--- config.mk ---
export PLATFORM = sky130hd
export DESIGN_NAME = mux_dreg_bank
export DESIGN_NICKNAME = d
export VERILOG_FILES = /design/src/rtl/mux_dreg_pkg.sv /design/src/rtl/mux_dreg_chan.sv /design/src/rtl/mux_dreg_bank.sv
export SDC_FILE = /design/constraint.sdc
export NUM_CORES = 1
export LEC_CHECK = 0
export ABC_AREA = 1
export CORE_MARGIN = 3
export CORE_UTILIZATION = 34
export DETAILED_ROUTE_END_ITERATION = 8
export PLACE_DENSITY = 0.73
export SLEW_MARGIN = 15
export SYNTH_ARGS = -nofsm -noshare
export SYNTH_HDL_FRONTEND = slang
export SYNTH_SLANG_ARGS = --single-unit
export TNS_END_PERCENT = 10
--- constraint.sdc ---
create_clock -name clk -period 2.5 [get_ports clk]
set_input_delay 0.375 -clock clk [delete_from_list [all_inputs] [get_ports clk]]
set_output_delay 0.375 -clock clk [all_outputs]
set_load 0.005 [all_outputs]
--- src/rtl/mux_dreg_pkg.sv ---
// mux_dreg_pkg: shared state encoding and parameter-range limits for the mux_dreg_bank block
package mux_dreg_pkg;
  typedef enum logic {RUN = 1'b0, HOLD = 1'b1} state_t;
  localparam int MIN_CHANNELS    = 1;
  localparam int MAX_CHANNELS    = 32;
  localparam int MIN_WIDTH       = 1;
  localparam int MAX_WIDTH       = 64;
  localparam int MIN_HOLD_CYCLES = 1;
  localparam int MAX_HOLD_CYCLES = 255;
endpackage

--- src/rtl/mux_dreg_chan.sv ---
// mux_dreg_chan: one channel, 2:1 source mux into a register with load pulse and optional parity (MUX_DREG_PARITY_EN)
module mux_dreg_chan
  import mux_dreg_pkg::*;
#(
  parameter int WIDTH = 8
) (
  input  logic             clk,
  input  logic             rst_n,
  input  logic             load,
  input  logic             sel,
  input  logic [WIDTH-1:0] d_a,
  input  logic [WIDTH-1:0] d_b,
  output logic [WIDTH-1:0] q,
`ifdef MUX_DREG_PARITY_EN
  output logic             q_par,
`endif
  output logic             upd
);
  logic [WIDTH-1:0] d_next;
  assign d_next = load ? (sel ? d_b : d_a) : q;
  // channel register recirculates unless loaded; upd marks the cycle a fresh load appears
  always_ff @(posedge clk or negedge rst_n) begin
    if (!rst_n) begin
      q   <= '0;
      upd <= 1'b0;
    end else begin
      q   <= d_next;
      upd <= load;
    end
  end
`ifdef MUX_DREG_PARITY_EN
  // parity tracks the value being written so it lines up with q
  always_ff @(posedge clk or negedge rst_n) begin
    if (!rst_n) q_par <= 1'b0;
    else q_par <= ^d_next;
  end
`endif
endmodule

--- src/rtl/mux_dreg_bank.sv ---
// mux_dreg_bank: bank of muxed load registers with a global HOLD freeze window; parity output via MUX_DREG_PARITY_EN
module mux_dreg_bank
  import mux_dreg_pkg::*;
#(
  parameter int CHANNELS    = 4,
  parameter int WIDTH       = 8,
  parameter int HOLD_CYCLES = 4
) (
  input  logic                      clk,
  input  logic                      rst_n,
  input  logic [CHANNELS-1:0]       en,
  input  logic [CHANNELS-1:0]       sel,
  input  logic [CHANNELS*WIDTH-1:0] d_a,
  input  logic [CHANNELS*WIDTH-1:0] d_b,
  input  logic                      hold_req,
  output logic [CHANNELS*WIDTH-1:0] q,
  output logic [CHANNELS-1:0]       upd,
`ifdef MUX_DREG_PARITY_EN
  output logic [CHANNELS-1:0]       q_par,
`endif
  output logic                      hold_busy
);
  localparam int CW = $clog2(HOLD_CYCLES + 1);
  localparam logic [CW-1:0] CNT_LOAD = CW'(HOLD_CYCLES - 1);
  state_t state, state_next;
  logic [CW-1:0] cnt, cnt_next;
  logic [CHANNELS-1:0] load;
  // freeze-window FSM state and countdown register
  always_ff @(posedge clk or negedge rst_n) begin
    if (!rst_n) begin
      state <= RUN;
      cnt   <= '0;
    end else begin
      state <= state_next;
      cnt   <= cnt_next;
    end
  end
  // RUN enters HOLD on a request; HOLD counts down and exits on the edge where cnt is zero
  always_comb begin
    state_next = state;
    cnt_next   = cnt;
    state_next = (state == RUN) ? (hold_req ? HOLD : RUN) : ((cnt == '0) ? RUN : HOLD);
    cnt_next   = (state == RUN) ? (hold_req ? CNT_LOAD : cnt) : ((cnt == '0) ? cnt : cnt - 1'b1);
  end
  assign hold_busy = (state == HOLD);
  assign load      = en & {CHANNELS{state == RUN}};
  for (genvar i = 0; i < CHANNELS; i++) begin : g_chan
    mux_dreg_chan #(.WIDTH(WIDTH)) u_chan (
      .clk   (clk),
      .rst_n (rst_n),
      .load  (load[i]),
      .sel   (sel[i]),
      .d_a   (d_a[i*WIDTH +: WIDTH]),
      .d_b   (d_b[i*WIDTH +: WIDTH]),
      .q     (q[i*WIDTH +: WIDTH]),
`ifdef MUX_DREG_PARITY_EN
      .q_par (q_par[i]),
`endif
      .upd   (upd[i])
    );
  end
endmodule
# After elaboration in Yosys (flattened, before gate mapping)
# Cells that the tools add are included.
[totals]
word_cells = 27
output_inout_bits = 37
regBits = 40
in_bits = 75
[classes]
muxes = 10
add_sub_neg = 1
eq_ne = 1
n_reduce_logical = 3
bitwise_logic = 2
[op_table]
columns = ["op", "n"]
rows = [
  ["8-bit two-way mux", 4],
  ["3-bit two-way mux", 3],
  ["4-bit AND", 1],
  ["3-bit zero test", 1],
  ["1-bit two-way mux", 3],
  ["3-bit by 1-bit subtractor with 3-bit output (second input constant)", 1],
  ["2-bit inequality test (second input constant)", 1],
  ["2-bit AND reduction", 1],
  ["2-bit nonzero test", 1],
  ["1-bit inverter", 1],
]

# Longest topological paths before layout
# Gate-level depths: netlist (run 1).
[depth]
word_depth = 3
ltp_mapped = 7
ltp_nobuf = 7

# Cells and area by module
# Synthesis (run 1) repeated with hierarchy kept, for this count alone.
[hier_totals]
hier_cells = 311
hier_area_um2 = 2182.1
[modules_own_cells]
columns = ["mod", "cells_each", "seq_area_each_um2", "area_each_um2", "instances"]
rows = [
  ["mux_dreg_chan", 69, 225.2, 484.2, 4],
  ["mux_dreg_bank", 35, 100.1, 245.2, 1],
]

# Worst setup path after synthesis (run 1)
# OpenSTA, ideal clock, no wires.
[synth_path]
path_type = "flip-flop to flip-flop"
from = "register cnt[0]"
to = "register cnt[2]"
t_required_ps = 2383
setup_ps = 117
stages_incl_launch_ff = 8
slack_ps = 1360
synth_period_minus_slack_ps = 1140
t_arrival_ps = 1023
n_path_buf = 0
path_cell_list = "dfrtp_1 > inv_1 > ha_1 > ha_1 > inv_1 > nand2_1 > nand3_1 > nand2_1"
[synth_via]
elab_chain_cells = 3
word_cells_on_any_way = 6
cone_classes = "add/sub: 1; eq/ne: 1; mux: 2; reduce/logical: 2"
[synth_lines]
columns = ["item", "line_no", "text"]
rows = [
  ["start: declaration", "mux_dreg_bank.sv:26", "logic [CW-1:0] cnt, cnt_next;"],
  ["start signal: assignment", "mux_dreg_bank.sv:35", "cnt <= cnt_next;"],
  ["3-bit by 1-bit subtractor with 3-bit output / 3-bit zero test (equally long branches)", "mux_dreg_bank.sv:43", "cnt_next = (state == RUN) ? (hold_req ? CNT_LOAD : cnt) : ((cnt == '0) ? cnt : cnt - 1'b1);"],
  ["3-bit two-way mux / 2-bit inequality test (equally long branches)", "-", ""],
  ["3-bit two-way mux / 2-bit AND reduction (equally long branches)", "-", ""],
]
# Several ways; a longest one is shown, not always the timed one. The select of a mux whose other input is x is not followed.
# A chain may end at the register's enable or synchronous reset.

# Worst setup path in the final report (run 1)
[layout_path]
from = "register state (netlist: hold_busy)"
to = "output hold_busy"
[layout_lines]
columns = ["item", "line_no", "text"]
rows = [
  ["start: declaration", "mux_dreg_bank.sv:25", "state_t state, state_next;"],
  ["start signal: assignment", "mux_dreg_bank.sv:34", "state <= state_next;"],
  ["end: declaration", "mux_dreg_bank.sv:21", "output logic hold_busy"],
]
# No word-level cell between the ends.

==> results of run 1 <==
## cell usage in the layout (no fill, tap or decap), types with 2 or more instances in the layout
master / n
dfrtp_1: 40
nand2_1: 198
clkbuf_8: 5
nand2_2: 4
nand3_1: 5
inv_2: 5
ha_1: 2
inv_1: 9
clkdlybuf4s50_1: 110
## logic make-up after synthesis
| logic type | count (synthesis) |
|---|---|
| adders and majority gates | 2 |
| buffers and inverters | 22 |
| DFF | 40 |
| and+or+nand+nor | 208 |
## worst max path at each step
| stage | cells after the start | start | slack (ns) | to |
|---|---|---|---|---|
| floorplan | 7 | cnt[0] | 1.36 | cnt[2] |
| global placement | 6 | sel[1] | 0.90 | g_chan[1].u_chan.q[4] |
| detailed placement | 6 | sel[1] | 0.87 | g_chan[1].u_chan.q[4] |
| CTS | 1 | hold_busy | 0.82 | hold_busy |
| global route | 1 | hold_busy | 0.78 | hold_busy |
| finish | 1 | hold_busy | 0.84 | hold_busy |
## flip-flops by register name, summed over array words and instances, names as in the netlist
name,count
g_chan.u_chan.q,32
g_chan.u_chan.upd,4
cnt,3
hold_busy,1
## cell type report
| type | count | area share |
|---|---|---|
| Timing Repair Buffer | 111 | 0.348 |
| Multi-Input combinational cell | 210 | 0.260 |
| Tap cell | 70 | 0.0275 |
| Clock buffer | 6 | 0.0228 |
| Sequential cell | 40 | 0.315 |
| Inverter | 14 | 0.0165 |
| Clock inverter | 2 | 0.0110 |
## stage by stage
step / util / power, W / cell area [sq um] / cells / hold slack, ns
after floorplan: - / 0.00165 / 1930 / 272 / 0.0794
after global placement: 0.580 / 0.00244 / 3070 / 445 / 0.462
after detailed placement: 0.580 / 0.00247 / 3070 / 445 / 0.464
after CTS: 0.600 / 0.00301 / 3180 / 453 / 0.240
after global routing: 0.600 / 0.00322 / 3180 / 453 / 0.282
final: 0.600 / 0.00296 / 3180 / 453 / 0.197
## power groups by stage
stage	combinational, W	sequential (W)	clock, W
finish	0.00131	0.00113	0.000519
global route	0.00148	0.00118	0.000567
CTS	0.00134	0.00113	0.000540
detailed placement	0.00133	0.00114	0
global placement	0.00131	0.00113	0
floorplan	0.000494	0.00115	0
## cell usage after synthesis
cell type	count
buf_2	4
buf_4	4
dfrtp_1	40
ha_1	2
inv_1	9
inv_2	5
nand2_1	198
nand2_2	4
nand3_1	5
nand3b_1	1
## per-layer routing
metal  track usage  share of wire  vias to the layer above
li1              -              -                     1024
met4        0.0591          0.017                        0
met5             0              0                        -
met2         0.283           0.44                       90
met3        0.0809           0.13                        8
met1         0.185           0.42                      840
## worst reg2reg max path: stages (launching register included)
cell,delay [ns]
dfrtp_1,0.35
inv_1,0.06
ha_1,0.19
ha_1,0.17
inv_1,0.10
nand2_1,0.12
nand2_1,0.08
nand3_1,0.06
==> results_dict.tcl, run 1 <==
set metrics [dict create \
    synth_top_family_by_area "simple AND/OR/NAND/NOR gates" \
    dp_hpwl_microns 3990 \
    slew_headroom 0.413 \
    post-route-min-period_ns 1.66 \
    r2r-start "cnt[0]" \
    cp.required_ns 2.12 \
    synth.distinct_cells 10 \
    combPwrFrac 0.443 \
    start_kind "register" \
    synth-seq-area-share 0.519 \
    clock_path_buffers 2 \
    worstSetupEndpointType "output pin" \
    pin_count 112 \
    place_congestion 0.777 \
    drc 0 \
    numCtsBuffers 5 \
    rows 26 \
    yosys.area.top_type_share 0.519 \
    core-area_sq_mm 0.00530 \
    portBuffers 111 \
    die-area_sq_mm 0.00661 \
    post-place-ws_ns 0.872 \
    drv_slew 0 \
    intPower_w 0.00203 \
    htree_levels 2 \
    ant_nets 0 \
    r2r_slack_ns 1.26 \
    fin_crit_sh 0.663 \
    netSwitchingFraction 0.314 \
    cts_sinks 40 \
    ir_worst_vdd_mv 0.454 \
    netlist_instances 272 \
    wl_per_cell_microns 11.3 \
    antenna_cells 0 \
    grt.total_usage 0.169 \
    setup_tns_ns 0 \
    hold_violations 0 \
    synth_area_leaders "dfrtp_1 (52%), nand2_1 (39%), inv_1 (1.8%)" \
    routed_wirelength_microns 5140 \
    yosys.area_share.simple 0.415 \
    leakagePower_nw 1.67 \
    dieWidth_microns 81.3 \
    seqCellArea_sq_mm 0.00100 \
    start_util 0.364 \
    cellPowerDensity_mw_per_mm2 930 \
    clock-root-buffer "clkbuf_8" \
    cp_max_fo 6 \
    crit_family "buffers and inverters" \
    antenna_found_initial 0 \
    yosys.area.top_type "dfrtp_1" \
    path_class "reg -> out" \
    multiInputGateArea_sq_um 826 \
    drtIter0Drc 53 \
    power_frac_seq 0.382 \
    synth_compound_area_frac 0 \
    holdBufCountCts 0 \
    netlist_area_sq_mm 0.00193 \
    synth_warnings 0 \
    syn_avg_cell_area_sq_um 7.09 \
    worst_r2r_path_depth 7 \
    synth_xor_area_frac 0 \
    run_status "finished clean" \
    drv_cap 0 \
    clock_latency_ns 0.29 \
    area_growth_pct 64.9 \
    grt_pass1_vias 2004 \
    clkSlewWorstSetupHoldPaths_ns 0.08 \
    synth-seq-cells 40 \
    grt-ovfl-total 0 \
    skew_ns 0.00796 \
    max_stage_delay_ns 0.55 \
    fin_ws_ns 0.843 \
    crit_path_top_delay_cell "clkdlybuf4s50_1" \
    cts_tree "done" \
    max_freq_mhz 603 \
    detailedRoute.firstPassIterationCount 5 \
    r2r-end "cnt[0]" \
    hp-class "in -> async" \
    vias 1962 \
    critPathBufInv 1 \
    clkPwrFrac 0.175 \
    die_h_microns 81.3 \
    grt_max_degree 41 \
    synth.mux.area_fraction 0 \
    nets 459 \
    syn_nets 349 \
    post-cts-setup-buffer-count 0 \
    crit_chain "clkdlybuf4s50_1" \
    vias_per_cell 4.33 \
    rsz0062_at_grt "false" \
    power_switching_w 0.000930 \
    grt_pass1_wl_microns 8630 \
    drive_above_1_share 0.0444 \
    worst_slew_pin_slew_ns 0.881 \
    arrival_ns 1.28 \
    setup_violations 0 \
    cts_resized 0 \
    synth_fa_ha_area_frac 0.0130 \
    nFillCells 490 \
]
(Power assumes the default switching activity.)
==> inputs of run 2 (changes only) <==
==> constraint.sdc (replaced) <==
create_clock -name clk -period 1.6 [get_ports clk]
set_input_delay 0.24 -clock clk [delete_from_list [all_inputs] [get_ports clk]]
set_output_delay 0.24 -clock clk [all_outputs]
set_load 0.005 [all_outputs]
==> results_dict.tcl, run 2 (same netlist as run 1, synthesis figures left out) <==
set metrics [dict create \
    hp-class "in -> async" \
    grt-ovfl-total 0 \
    antenna_found_initial 0 \
    clock_path_buffers 2 \
    skew_ns 0.00711 \
    detailedRoute.firstPassIterationCount 4 \
    vias_per_cell 4.34 \
    grt_max_degree 22 \
    nFillCells 475 \
    arrival_ns 1.28 \
    slew_headroom 0.686 \
    path_class "reg -> out" \
    largestRegisters "g_chan.u_chan.q (32), g_chan.u_chan.upd (4), cnt (3)" \
    clock-root-buffer "clkbuf_8" \
    rows 26 \
    cp_max_fo 6 \
    htree_levels 2 \
    largest_reg_flops 32 \
    core-area_sq_mm 0.00530 \
    clock_latency_ns 0.29 \
    hold_violations 0 \
    grt_pass1_wl_microns 8510 \
    dpl_cell_area_sq_mm 0.00312 \
    crit_chain "clkdlybuf4s50_1" \
    wl_per_cell_microns 11.3 \
    numCtsBuffers 5 \
    r2r-start "cnt[0]" \
    fin_area_sq_mm 0.00324 \
    place_congestion 0.791 \
    vias 1991 \
    clkSlewWorstSetupHoldPaths_ns 0.08 \
    run_status "finished clean" \
    routed_wirelength_microns 5200 \
    dp_hpwl_microns 4090 \
    max_freq_mhz 656 \
    setup_tns_ns 0 \
    max_stage_delay_ns 0.54 \
    r2r_slack_ns 0.30 \
    nets 465 \
    crit_family "buffers and inverters" \
    die_h_microns 81.3 \
    worst_slew_pin_slew_ns 0.470 \
    leakagePower_nw 1.70 \
    portBuffers 111 \
    drv_slew 0 \
    grt_pass1_vias 1977 \
    cts_sinks 40 \
    top_register "g_chan.u_chan.q" \
    drc 0 \
    start_util 0.364 \
    dieWidth_microns 81.3 \
    cellPowerDensity_mw_per_mm2 1430 \
    setup_violations 0 \
    worstSetupEndpointType "output pin" \
    cp.required_ns 1.36 \
    final_common_cell "nand2_1" \
    die-area_sq_mm 0.00661 \
    final_cell_mix "nand2_1 (198), clkdlybuf4s50_1 (110), dfrtp_1 (40), inv_1 (9)" \
    ir_worst_vdd_mv 0.655 \
    ant_nets 0 \
    rsz0062_at_grt "false" \
    grt.total_usage 0.168 \
    post-route-min-period_ns 1.52 \
    fin_crit_sh 0.952 \
    drtIter0Drc 33 \
    drive_above_1_share 0.0591 \
    start_kind "register" \
    drv_cap 0 \
    antenna_cells 0 \
    crit_path_top_delay_cell "clkdlybuf4s50_1" \
    pin_count 112 \
    worst_r2r_path_depth 7 \
    area_growth_pct 68.2 \
    critPathBufInv 1 \
    whs_ns 0.433 \
    cts_tree "done" \
    r2r-end "cnt[2]" \
    fin_ws_ns 0.0761 \
    post-place-ws_ns 0.325 \
]
run 2: area by class of cell:
type / count / area [sq um] / share of cell area
tap: 70 / 87.6 / 0.0270
clock buffer: 5 / 68.8 / 0.0212
clock inverter: 3 / 42.5 / 0.0131
sequential: 40 / 1000 / 0.309
inverter: 14 / 52.6 / 0.0162
multi-input combinational: 210 / 826 / 0.255
timing repair buffer: 117 / 1170 / 0.359
run 2: routing by layer:
metal  vias to the layer above  global-route usage  share of wire
li1                       1043                   -              -
met1                       857               0.182           0.41
met2                        86               0.297           0.46
met3                         5              0.0643           0.12
met4                         0              0.0557         0.0085
met5                         -                   0              0
run 2: worst max path at each step:
stage / slack, ns / cells after the start / from / endpoint
2_1_floorplan: 0.46 / 7 / cnt[0] / cnt[2]
3_3_place_gp: 0.35 / 5 / en[0] / g_chan[0].u_chan.q[6]
3_5_place_dp: 0.33 / 7 / cnt[0] / cnt[2]
4_1_cts: 0.05 / 1 / hold_busy / hold_busy
5_1_grt: 0.01 / 1 / hold_busy / hold_busy
6_report: 0.08 / 1 / hold_busy / hold_busy
run 2: per-stage QoR:
stage,instances,total power [W],util
global placement,450,0.00383,0.589
CTS,459,0.00473,0.612
floorplan,272,0.00257,-
detailed placement,450,0.00388,0.589
global route,459,0.00508,0.612
finish,459,0.00464,0.612
run 2: where the power goes:
group	internal [W]	switching, W	leakage, nW
combinational	0.00122	0.000832	1.14
clock	0.000461	0.000346	0.0541
sequential	0.00150	0.000279	0.500
total	0.00319	0.00146	1.70
run 2: timing repair:
item | CTS | global route
endpoints found under the hold margin | 19 | 0
hold buffers | 1 | 0
resized for setup | 0 | 0
setup buffers | 0 | 0
